<file path="src/rtl/adxl_spi_if.sv">
// 4-wire SPI bus between the G-sensor master and the ADXL345 responder.
interface adxl_spi_if;
    logic spi_clk;
    logic spi_csn;
    logic spi_sdi;
    logic spi_sdo;
    logic spi_sdo_oe;

    modport master (output spi_clk, spi_csn, spi_sdi, input spi_sdo, spi_sdo_oe);
    modport slave  (input spi_clk, spi_csn, spi_sdi, output spi_sdo, spi_sdo_oe);
endinterface

</file>
<file path="src/rtl/adxl_spi_responder.sv">
// ADXL345 SPI (mode 3) register-subset responder for board-level simulation.
// Define ADXL_INT_EN to enable the DATA_READY flag and INT1/INT2 outputs.
module adxl_spi_responder #(
    parameter logic [7:0] DEVID       = 8'hE5,
    parameter logic [7:0] BW_RATE_RST = 8'h0A
) (
    input  logic        clk,
    input  logic        rst,
    adxl_spi_if.slave   spi,
    input  logic [15:0] data_x,
    input  logic [15:0] data_y,
    input  logic [15:0] data_z,
    input  logic        sample_valid,
    output logic        wr_strobe,
    output logic [5:0]  wr_addr,
    output logic [7:0]  wr_data,
    output logic [1:0]  interrupt
);
    localparam logic [1:0] S_IDLE = 2'd0;
    localparam logic [1:0] S_CMD  = 2'd1;
    localparam logic [1:0] S_DATA = 2'd2;

    logic [1:0]  sclk_sync, csn_sync, sdi_sync;
    logic        sclk_q, csn_q;
    logic        sclk_rise, sclk_fall, csn_rise, csn_fall;
    logic [1:0]  state;
    logic [2:0]  bit_cnt;
    logic [7:0]  shift_in, shift_out, byte_in, rd_byte, int_source;
    logic [5:0]  addr, addr_next, rd_addr;
    logic        rnw, mb, sdo, byte_done, wr_ok;
    logic [7:0]  bw_rate, power_ctl, int_enable, int_map, data_format;
    logic [15:0] shad_x, shad_y, shad_z;

    // CSN chain resets low so a select already held low across reset is not
    // mistaken for a fresh fall; a real fall needs a high level seen first.
    always_ff @(posedge clk or posedge rst) begin
        if (rst) begin
            sclk_sync <= 2'b11;
            sclk_q    <= 1'b1;
            csn_sync  <= 2'b00;
            csn_q     <= 1'b0;
            sdi_sync  <= 2'b00;
        end else begin
            sclk_sync <= {sclk_sync[0], spi.spi_clk};
            sclk_q    <= sclk_sync[1];
            csn_sync  <= {csn_sync[0], spi.spi_csn};
            csn_q     <= csn_sync[1];
            sdi_sync  <= {sdi_sync[0], spi.spi_sdi};
        end
    end

    assign sclk_rise = sclk_sync[1] & ~sclk_q;
    assign sclk_fall = ~sclk_sync[1] & sclk_q;
    assign csn_rise  = csn_sync[1] & ~csn_q;
    assign csn_fall  = ~csn_sync[1] & csn_q;
    assign byte_in   = {shift_in[6:0], sdi_sync[1]};
    assign byte_done = sclk_rise && (bit_cnt == 3'd7);
    assign addr_next = mb ? addr + 6'd1 : addr;

`ifdef ADXL_INT_EN
    logic       dr_flag, rd_hit;
    logic [1:0] irq;

    always_ff @(posedge clk or posedge rst) begin
        if (rst) begin
            dr_flag <= 1'b0;
            rd_hit  <= 1'b0;
            irq     <= 2'b00;
        end else begin
            if (csn_fall)
                rd_hit <= 1'b0;
            else if (!csn_rise && byte_done && state == S_DATA && rnw &&
                     addr >= 6'h32 && addr <= 6'h37)
                rd_hit <= 1'b1;
            if (sample_valid)
                dr_flag <= 1'b1;
            else if (csn_rise && rd_hit)
                dr_flag <= 1'b0;
            irq <= {dr_flag & int_enable[7] & int_map[7],
                    dr_flag & int_enable[7] & ~int_map[7]};
        end
    end

    assign int_source = {dr_flag, 7'b0};
    assign interrupt  = irq;
`else
    logic unused_sample_valid;
    assign unused_sample_valid = sample_valid;
    assign int_source = 8'h00;
    assign interrupt  = 2'b00;
`endif

    // The byte for the next read slot is chosen at the rise closing the previous byte.
    always_comb begin
        rd_addr = (state == S_CMD) ? byte_in[5:0] : addr_next;
        rd_byte = 8'h00;
        case (rd_addr)
            6'h00: rd_byte = DEVID;
            6'h2C: rd_byte = bw_rate;
            6'h2D: rd_byte = power_ctl;
            6'h2E: rd_byte = int_enable;
            6'h2F: rd_byte = int_map;
            6'h30: rd_byte = int_source;
            6'h31: rd_byte = data_format;
            6'h32: rd_byte = shad_x[7:0];
            6'h33: rd_byte = shad_x[15:8];
            6'h34: rd_byte = shad_y[7:0];
            6'h35: rd_byte = shad_y[15:8];
            6'h36: rd_byte = shad_z[7:0];
            6'h37: rd_byte = shad_z[15:8];
            default: rd_byte = 8'h00;
        endcase
    end

    always_comb begin
        wr_ok = 1'b0;
        case (addr)
            6'h2C, 6'h2D, 6'h2E, 6'h2F, 6'h31: wr_ok = 1'b1;
            default: wr_ok = 1'b0;
        endcase
    end

    always_ff @(posedge clk or posedge rst) begin
        if (rst) begin
            state       <= S_IDLE;
            bit_cnt     <= 3'd0;
            shift_in    <= 8'h00;
            shift_out   <= 8'h00;
            addr        <= 6'd0;
            rnw         <= 1'b0;
            mb          <= 1'b0;
            sdo         <= 1'b0;
            wr_strobe   <= 1'b0;
            wr_addr     <= 6'd0;
            wr_data     <= 8'h00;
            bw_rate     <= BW_RATE_RST;
            power_ctl   <= 8'h00;
            int_enable  <= 8'h00;
            int_map     <= 8'h00;
            data_format <= 8'h00;
            shad_x      <= 16'h0000;
            shad_y      <= 16'h0000;
            shad_z      <= 16'h0000;
        end else begin
            wr_strobe <= 1'b0;
            if (csn_rise) begin
                state   <= S_IDLE;
                sdo     <= 1'b0;
                bit_cnt <= 3'd0;
            end else if (csn_fall) begin
                state   <= S_CMD;
                sdo     <= 1'b0;
                bit_cnt <= 3'd0;
                shad_x  <= data_x;
                shad_y  <= data_y;
                shad_z  <= data_z;
            end else if (state != S_IDLE) begin
                if (sclk_rise) begin
                    shift_in <= byte_in;
                    bit_cnt  <= bit_cnt + 3'd1;
                    if (byte_done) begin
                        shift_out <= rd_byte;
                        if (state == S_CMD) begin
                            rnw   <= byte_in[7];
                            mb    <= byte_in[6];
                            addr  <= byte_in[5:0];
                            state <= S_DATA;
                        end else begin
                            addr <= addr_next;
                            if (!rnw && wr_ok) begin
                                wr_strobe <= 1'b1;
                                wr_addr   <= addr;
                                wr_data   <= byte_in;
                                case (addr)
                                    6'h2C: bw_rate     <= byte_in;
                                    6'h2D: power_ctl   <= byte_in;
                                    6'h2E: int_enable  <= byte_in;
                                    6'h2F: int_map     <= byte_in;
                                    default: data_format <= byte_in;
                                endcase
                            end
                        end
                    end
                end else if (sclk_fall && state == S_DATA && rnw) begin
                    sdo       <= shift_out[7];
                    shift_out <= {shift_out[6:0], 1'b0};
                end
            end
        end
    end

    assign spi.spi_sdo    = sdo;
    assign spi.spi_sdo_oe = (state == S_DATA) && rnw;
endmodule

</file>
<file path="src/flat_wrapper.sv">
// flat-port wrapper written by rule: the top's interface ports become plain ports
module adxl_spi_responder_flat 
#(
    parameter logic [7:0] DEVID       = 8'hE5,
    parameter logic [7:0] BW_RATE_RST = 8'h0A
)
  (clk, rst, data_x, data_y, data_z, sample_valid, wr_strobe, wr_addr, wr_data, interrupt, spi_spi_clk, spi_spi_csn, spi_spi_sdi, spi_spi_sdo, spi_spi_sdo_oe);
  adxl_spi_if spi_i ();
  input  logic clk;
  input  logic rst;
  input  logic [15:0] data_x;
  input  logic [15:0] data_y;
  input  logic [15:0] data_z;
  input  logic sample_valid;
  output logic wr_strobe;
  output logic [5:0] wr_addr;
  output logic [7:0] wr_data;
  output logic [1:0] interrupt;
  input wire logic [$bits(spi_i.spi_clk)-1:0] spi_spi_clk;
  input wire logic [$bits(spi_i.spi_csn)-1:0] spi_spi_csn;
  input wire logic [$bits(spi_i.spi_sdi)-1:0] spi_spi_sdi;
  output wire logic [$bits(spi_i.spi_sdo)-1:0] spi_spi_sdo;
  output wire logic [$bits(spi_i.spi_sdo_oe)-1:0] spi_spi_sdo_oe;
  assign spi_i.spi_clk = spi_spi_clk;
  assign spi_i.spi_csn = spi_spi_csn;
  assign spi_i.spi_sdi = spi_spi_sdi;
  assign spi_spi_sdo = spi_i.spi_sdo;
  assign spi_spi_sdo_oe = spi_i.spi_sdo_oe;
  adxl_spi_responder #(.DEVID(DEVID), .BW_RATE_RST(BW_RATE_RST)) u_core (.clk(clk), .rst(rst), .spi(spi_i), .data_x(data_x), .data_y(data_y), .data_z(data_z), .sample_valid(sample_valid), .wr_strobe(wr_strobe), .wr_addr(wr_addr), .wr_data(wr_data), .interrupt(interrupt));
endmodule
</file>
<file path="config.mk">
export PLATFORM = sky130hd
export DESIGN_NAME = adxl_spi_responder_flat
export DESIGN_NICKNAME = d
export VERILOG_FILES = /design/src/rtl/adxl_spi_if.sv /design/src/rtl/adxl_spi_responder.sv /design/src/flat_wrapper.sv
export SDC_FILE = /design/constraint.sdc
export NUM_CORES = 1
export LEC_CHECK = 0
export ABC_AREA = 1
export CAP_MARGIN = 15
export CORE_ASPECT_RATIO = 1.2
export CORE_UTILIZATION = 55
export CTS_CLUSTER_SIZE = 12
export DETAILED_ROUTE_END_ITERATION = 10
export PLACE_DENSITY = 0.84
export SYNTH_ARGS = -nofsm -noshare
export SYNTH_HDL_FRONTEND = slang
export SYNTH_SLANG_ARGS = --single-unit
</file>
<file path="constraint.sdc">
create_clock -name clk -period 5.5 [get_ports clk]
set_input_delay 1.375 -clock clk [delete_from_list [all_inputs] [get_ports clk]]
set_output_delay 1.375 -clock clk [all_outputs]
set_load 0.02 [all_outputs]
</file>
==> Word-level counts from Yosys, hierarchy flattened <==
Index checks and enable logic that the tools add are counted.
{ "op_classes": {"add_sub_neg": 2, "n_mul": 0, "div": 0, "magnitude_cmp": 0, "n_eq_ne": 21, "shifts": 0, "mux": 29, "n_bitwise": 12, "n_reduce_logical": 30} }
{ "op_table": {"columns": ["op", "count"], "rows": [
  ["6-bit == test (second input constant)", 16],
  ["8-bit case mux with 12 select lines", 1],
  ["8-bit AND reduction", 5],
  ["8-bit two-way mux", 3],
  ["3-bit nonzero test", 5],
  ["1-bit two-way mux", 13],
  ["2-bit two-way mux", 6],
  ["3-bit two-way mux", 4],
  ["6-bit two-way mux", 2],
  ["5-bit AND reduction", 2],
  ["1-bit NOT", 8],
  ["4-bit AND reduction", 2],
  ["7-bit AND reduction", 1],
  ["6-bit by 1-bit adder with 6-bit output (second input constant)", 1],
  ["6-bit zero test", 1],
  ["6-bit AND reduction", 1],
  ["1-bit logical AND", 5],
  ["5-bit OR reduction", 1],
  ["1-bit bitwise AND", 4],
  ["2-bit AND reduction", 2],
  ["2-bit nonzero test", 2],
  ["4-bit OR reduction", 1],
  ["3-bit by 1-bit adder with 3-bit output (second input constant)", 1],
  ["3-bit == test (second input constant)", 1],
  ["6 further kinds", 6]
]} }
{ "word_totals": {"regBits": 140, "latchBits": 0, "mem_bits_rw": 0, "mem_bits_ro": 0, "in_bits": 54, "output_inout_bits": 19, "n_memories": 0} }

==> Longest topological paths before layout <==
Gate-level depths: netlist (run 1).
{ "logic_depth": {"word_depth": 11, "ltp_mapped": 16} }

==> Worst setup path before layout (run 1) <==
Ideal clock, no wire load.
{ "synth_timing": {"path_kind": "reg2out", "from": "register u_core.state[0]", "to": "output spi_spi_sdo_oe", "arrival_ps": 955, "required_ps": 4125, "slack_ps": 3170, "stages_incl_launch_ff": 2, "path_buffers": 0, "cell_sequence": "dfrtp_1 > nor3_1"} }
{ "synth_via": {"elab_chain_cells": 2} }
{ "synth_rtl": {"columns": ["item", "line_no", "source"], "rows": [
  ["start, declared", "adxl_spi_responder.sv:26", "logic [1:0] state;"],
  ["start signal, assigned", "adxl_spi_responder.sv:125", "state <= S_IDLE;"],
  ["start signal, assigned", "adxl_spi_responder.sv:147", "state <= S_IDLE;"],
  ["start signal, assigned", "adxl_spi_responder.sv:151", "state <= S_CMD;"],
  ["2-bit == test", "adxl_spi_responder.sv:193", "assign spi.spi_sdo_oe = (state == S_DATA) && rnw;"],
  ["1-bit logical AND", "adxl_spi_responder.sv:193", null],
  ["end, declared", "flat_wrapper.sv:23", "output wire logic [$bits(spi_i.spi_sdo_oe)-1:0] spi_spi_sdo_oe;"]
]} }
Every way passes these cells.

==> Worst setup path in the final report (run 1) <==
Ends and elaborated chain as after synthesis.

==> flow_summary.ini, run 1 <==
[synthesis]
yosysTopAreaCellShare = 0.518
synth.largest_area_cell = dfrtp_1
yosysSeqAreaShare = 0.538
yosys.cell_types.count = 29
synth_warnings = 0
synth_edf_count = 0
synth_cells = 812
syn_area_sq_um = 6520
ys_seq_elements = 140
netlist_top_cells_area = dfrtp_1, nand2_1, nand3_1, o21ai_0, nor2_1
syn_avg_cell_area_sq_um = 8.03
async_reset_ff_frac = 1.00
ys.flop_type = dfrtp_1

[routing]
top_layer = met4
wl_met3_um = 946
post_drt_wl_per_cell_um = 14.6
detail_route.iter0.violations = 527
first_pass_iters = 6
wl_um = 15300
wl_met1_um = 6090
vias = 5657
wl_met2_um = 7530
viasPerCell = 5.41
drc = 0
postRouteAntennaNets = 0

[place]
placed_area_sq_um = 7280
hpwlAfterDp_um = 10100
dpl.cell_count = 1013
gp_congestion = 0.883
port-buffer-count = 69
dp_slack_ns = 2.64

[worst_setup_path]
r2r_start = u_core.addr[1]
worstReg2RegEnd = u_core.shift_out[7]
worstPathRequired_ns = 4.12
cpPeakStageDelay_ns = 0.67
crit_type = register to output port
cp_slowest_cell = clkdlybuf4s50_1
cp-end-kind = output port
reg2reg_slack_ns = 2.71
arrival_ns = 1.84
startpoint_type = register
crit_chain = nor3_1 > clkdlybuf4s50_1
crit_fanout = 4
ff2ff_path_depth = 13

[clocking]
cts_tree = done
cts_root_buf = clkbuf_16
clk_latency_ns = 0.42
htree_levels = 4
cts_buffers = 17
cts_sinks = 140
clk_pin_slew_worst_paths_ns = 0.06
post_cts_resize_count = 0
clockBufferDepth = 2
post_cts_buffers = 0
hold_buffers = 0

[run]
cap_viol_max_count = 0

[sta]
final-hold-violation-count = 0
tightest_slew_ns = 0.927
finalCritPeriodShare = 0.584
max_slew_margin = 0.381
slew_violations = 0
fmax_ghz = 0.311
setup_ws_ns = 2.29
finalClockSkew_ns = 0.00883
rsz0062_at_grt = false
period_minus_slack_ns = 3.21
final.setup.tns_ns = 0
setup_viol = 0

[pwr]
power_leakage_nw = 3.82
p_per_area_nw_per_um2 = 354
power_mw = 2.81
ir_worst_vdd_uv = 154

[final_layout]
drive_gt1_frac = 0.0844
top_regs = u_core.shad_x (16), u_core.shad_y (16), u_core.shad_z (16)
fin_nets = 938
stdcell_count = 1046
area_growth_pct = 21.5
final_area_sq_um = 7920
n_antenna_cell = 0

[die]
die_w_um = 101
ioPinCount = 73
start_util = 0.564
num_rows = 43
die-area_sq_um = 12300
die_h_um = 121
core_sq_um = 11600

[min_path]
min_to = u_core.csn_sync[1]
hold_start = u_core.csn_sync[0]
hold_depth = 0
hp-class = register to register

[global_route]
grt_pass1_vias = 5205
grt_max_degree = 90
grt-ovfl-total = 0
grt_pass1_wl_um = 25400
grtUsageTotal = 0.274
antenna_found_initial = 0

[outcome]
outcome = finished, final reports clean
-- cell families after synthesis --
kind of cell | Yosys count | share of synthesized area
other | 1 | 0.000575
buffers and inverters | 67 | 0.0472
flip-flops | 140 | 0.538
AND/OR/NAND/NOR | 501 | 0.325
AO/OA/AOI/OAI | 95 | 0.0735
adder cells (fa/ha/maj) | 8 | 0.0153
-- synth_stat cells (2+ instances only) --
library cell and n:
nand2_1 316, dfrtp_1 135, nand3_1 101, o21ai_0 54
nor2_1 50, inv_1 29, o21ai_1 24, a21oi_1 16
clkbuf_1 14, nor2_2 14, ha_1 8, buf_4 7
inv_2 7, nand2_2 7, buf_2 6, dfstp_2 5
buf_6 3, nand3_2 2, nand4_1 2, nor2_4 2
nor3_1 2
-- power by group --
group          switching (mW)  total (mW)  internal, mW
clock network           0.428        1.20         0.769
logic                   0.299       0.430         0.130
registers              0.0597        1.18          1.12
total                   0.787        2.81          2.02
-- through the flow --
stage                     hold WS, ns   util
after CTS                       0.350  0.683
final                           0.349  0.685
after floorplan                 0.331      -
after global routing            0.359  0.685
after global placement          0.333  0.630
after detailed placement        0.337  0.630
-- worst max-delay path by stage --
stage / start / end / slack (ns)
after floorplan: rst / u_core.addr[0] / 0.38
after global placement: rst / u_core.bw_rate[1] / 2.64
after detailed placement: rst / u_core.bw_rate[1] / 2.64
after CTS: u_core.state[0] / spi_spi_sdo_oe / 2.28
after global routing: u_core.state[0] / spi_spi_sdo_oe / 2.22
final: u_core.state[0] / spi_spi_sdo_oe / 2.29
-- critical path, delay by kind of cell (launching register included) --
| family | cells | cell delay (ns) |
|---|---|---|
| buffers and inverters | 1 | 0.67 |
| and+or+nand+nor | 1 | 0.33 |
| DFF | 1 | 0.42 |
-- cells in the final DEF, fill, tap and decap left out, drive strengths merged --
| master | n |
|---|---|
| nor4 | 1 |
| clkinvlp | 2 |
| nor3 | 2 |
| o21ai | 79 |
| a21oi | 16 |
| clkinv | 6 |
| nand3 | 103 |
| buf | 5 |
| clkbuf | 21 |
| nand2 | 323 |
| nand4 | 2 |
| bufinv | 4 |
| nor2 | 66 |
| or2 | 2 |
| conb | 2 |
| ha | 8 |
| clkdlybuf4s50 | 69 |
| inv | 36 |
| nand3b | 2 |
| dfstp | 5 |
| dfrtp | 135 |
-- area by class of cell --
type	count	area, sq um
fillers	897	3640
flip-flops and latches	140	3510
multi-input cells	606	2710
repair buffers	74	741
clock buffers	21	450
well taps	157	196
clock inverters	11	168
inverters	37	144
-- routing by layer --
metal,track usage,up-vias
met2,0.429,217
met3,0.0599,52
met4,0.163,0
met1,0.348,2648
met5,0,-
li1,-,2740
No activity file was read; power rests on OpenSTA's default activity.
==> run 2: changes to the inputs <==
Clock period 5.5 ns to 3 ns, I/O delays scaled along.
==> run 2 against run 1 <==
  * Worst setup slack worse by 1.8 ns
  * Sequential share of layout area rose by 0.091 points
  * Critical path type unchanged
  * Critical path depth is the same
  * Via count increased by 1.6%
  * Highest routed layer unchanged
==> flow_summary.ini, run 2 (synthesized netlist as in run 1, its figures left out) <==
[global_route]
grt_pass1_vias = 5408
grtUsageTotal = 0.281
grt_max_degree = 92
grt-ovfl-total = 0
antenna_found_initial = 0
grt_pass1_wl_um = 25900

[die]
die-area_sq_um = 12300
die_h_um = 121
start_util = 0.564
die_w_um = 101
ioPinCount = 73
core_sq_um = 11600
num_rows = 43

[sta]
final.setup.tns_ns = 0
setup_ws_ns = 0.454
fmax_ghz = 0.393
tightest_slew_ns = 0.798
slew_violations = 0
rsz0062_at_grt = false
finalClockSkew_ns = 0.00699
setup_viol = 0
max_slew_margin = 0.466
period_minus_slack_ns = 2.55
finalCritPeriodShare = 0.849
final-hold-violation-count = 0

[worst_setup_path]
crit_type = register to output port
cpPeakStageDelay_ns = 0.66
arrival_ns = 1.80
crit_fanout = 4
cp-end-kind = output port
crit_chain = nor3_1 > clkdlybuf4s50_1
path_buf_inv = 1
path_delay_family = buffers and inverters
cp_slowest_cell = clkdlybuf4s50_1
worstPathRequired_ns = 2.25
startpoint_type = register

[final_layout]
area_growth_pct = 21.2
drive_gt1_frac = 0.0864
top_regs = u_core.shad_x (16), u_core.shad_y (16), u_core.shad_z (16)
layout_common_cells = nand2_1, dfrtp_1, nand3_1, clkdlybuf4s50_1, o21ai_0
fillers = 903
layout_commonest_cell = nand2_1
fin_nets = 940
post-route-util = 0.684
n_antenna_cell = 0

[routing]
postRouteAntennaNets = 0
post_drt_wl_per_cell_um = 15.0
detail_route.iter0.violations = 471
viasPerCell = 5.48
vias = 5748
drc = 0
wl_um = 15700
first_pass_iters = 5

[clocking]
post_cts_buffers = 0
cts_buffers = 17
htree_levels = 4
cts_sinks = 140
hold_buffers = 0
post_cts_resize_count = 0
cts_root_buf = clkbuf_16
clk_latency_ns = 0.42
cts_tree = done
clk_pin_slew_worst_paths_ns = 0.06
clockBufferDepth = 2

[place]
port-buffer-count = 69
dp_slack_ns = 0.580
hpwlAfterDp_um = 10300
gp_congestion = 0.877

[pwr]
power_mw = 4.96
p_per_area_nw_per_um2 = 628
power_leakage_nw = 3.80
ir_worst_vdd_uv = 357

[run]
cap_viol_max_count = 0

[min_path]
hp-class = register to register

[outcome]
outcome = finished, final reports clean
run 2: metrics by stage:
stage,cells,hold WS (ns),instance area [sq um]
CTS,1048,0.348,7910
detailed placement,1016,0.340,7340
global placement,1016,0.332,7340
finish,1048,0.352,7910
global route,1048,0.365,7910
floorplan,813,0.331,6530
run 2: power by group:
part | leakage, nW | internal [mW] | switching [mW]
combinational | 1.70 | 0.249 | 0.553
sequential | 1.84 | 2.05 | 0.108
clock | 0.262 | 1.22 | 0.784
run 2: worst paths after layout:
check / from / end / slack, ns / depth (start not counted)
worst max register to register: u_core.sclk_sync[1] / u_core.data_format[6] / 0.51 / 10
min in group asynchronous: rst / u_core.bw_rate[4] / 0.78 / 3
max in group asynchronous: rst / u_core.sclk_sync[1] / 1.76 / 3
worst max-delay path: u_core.state[0] / spi_spi_sdo_oe / 0.45 / 2
worst min-delay path: u_core.csn_sync[0] / u_core.csn_sync[1] / 0.35 / 0
worst min register to register: u_core.csn_sync[0] / u_core.csn_sync[1] / 0.35 / 0
run 2: cell type report:
type / instances / area (sq um) / area share
inverters: 37 / 143 / 0.0180
multi-input cells: 606 / 2710 / 0.343
repair buffers: 76 / 781 / 0.0987
well taps: 157 / 196 / 0.0248
clock buffers: 20 / 437 / 0.0552
flip-flops and latches: 140 / 3510 / 0.444
clock inverters: 12 / 126 / 0.0160
run 2: worst register-to-register path, stage by stage (launching register included):
cell and delay (ns):
dfstp_2 0.54, inv_1 0.07, nor2_4 0.20, nand2_1 0.14
or2_0 0.24, nor2_1 0.14, nand2_2 0.26, nor2_1 0.36
inv_2 0.22, nand2_1 0.11, o21ai_1 0.07
run 2: layer usage:
layer / track usage / up-vias / part of all wire
met5: 0 / - / 0
met1: 0.348 / 2676 / 0.40
met3: 0.0628 / 69 / 0.058
met2: 0.443 / 251 / 0.49
li1: - / 2752 / -
met4: 0.182 / 0 / 0.051
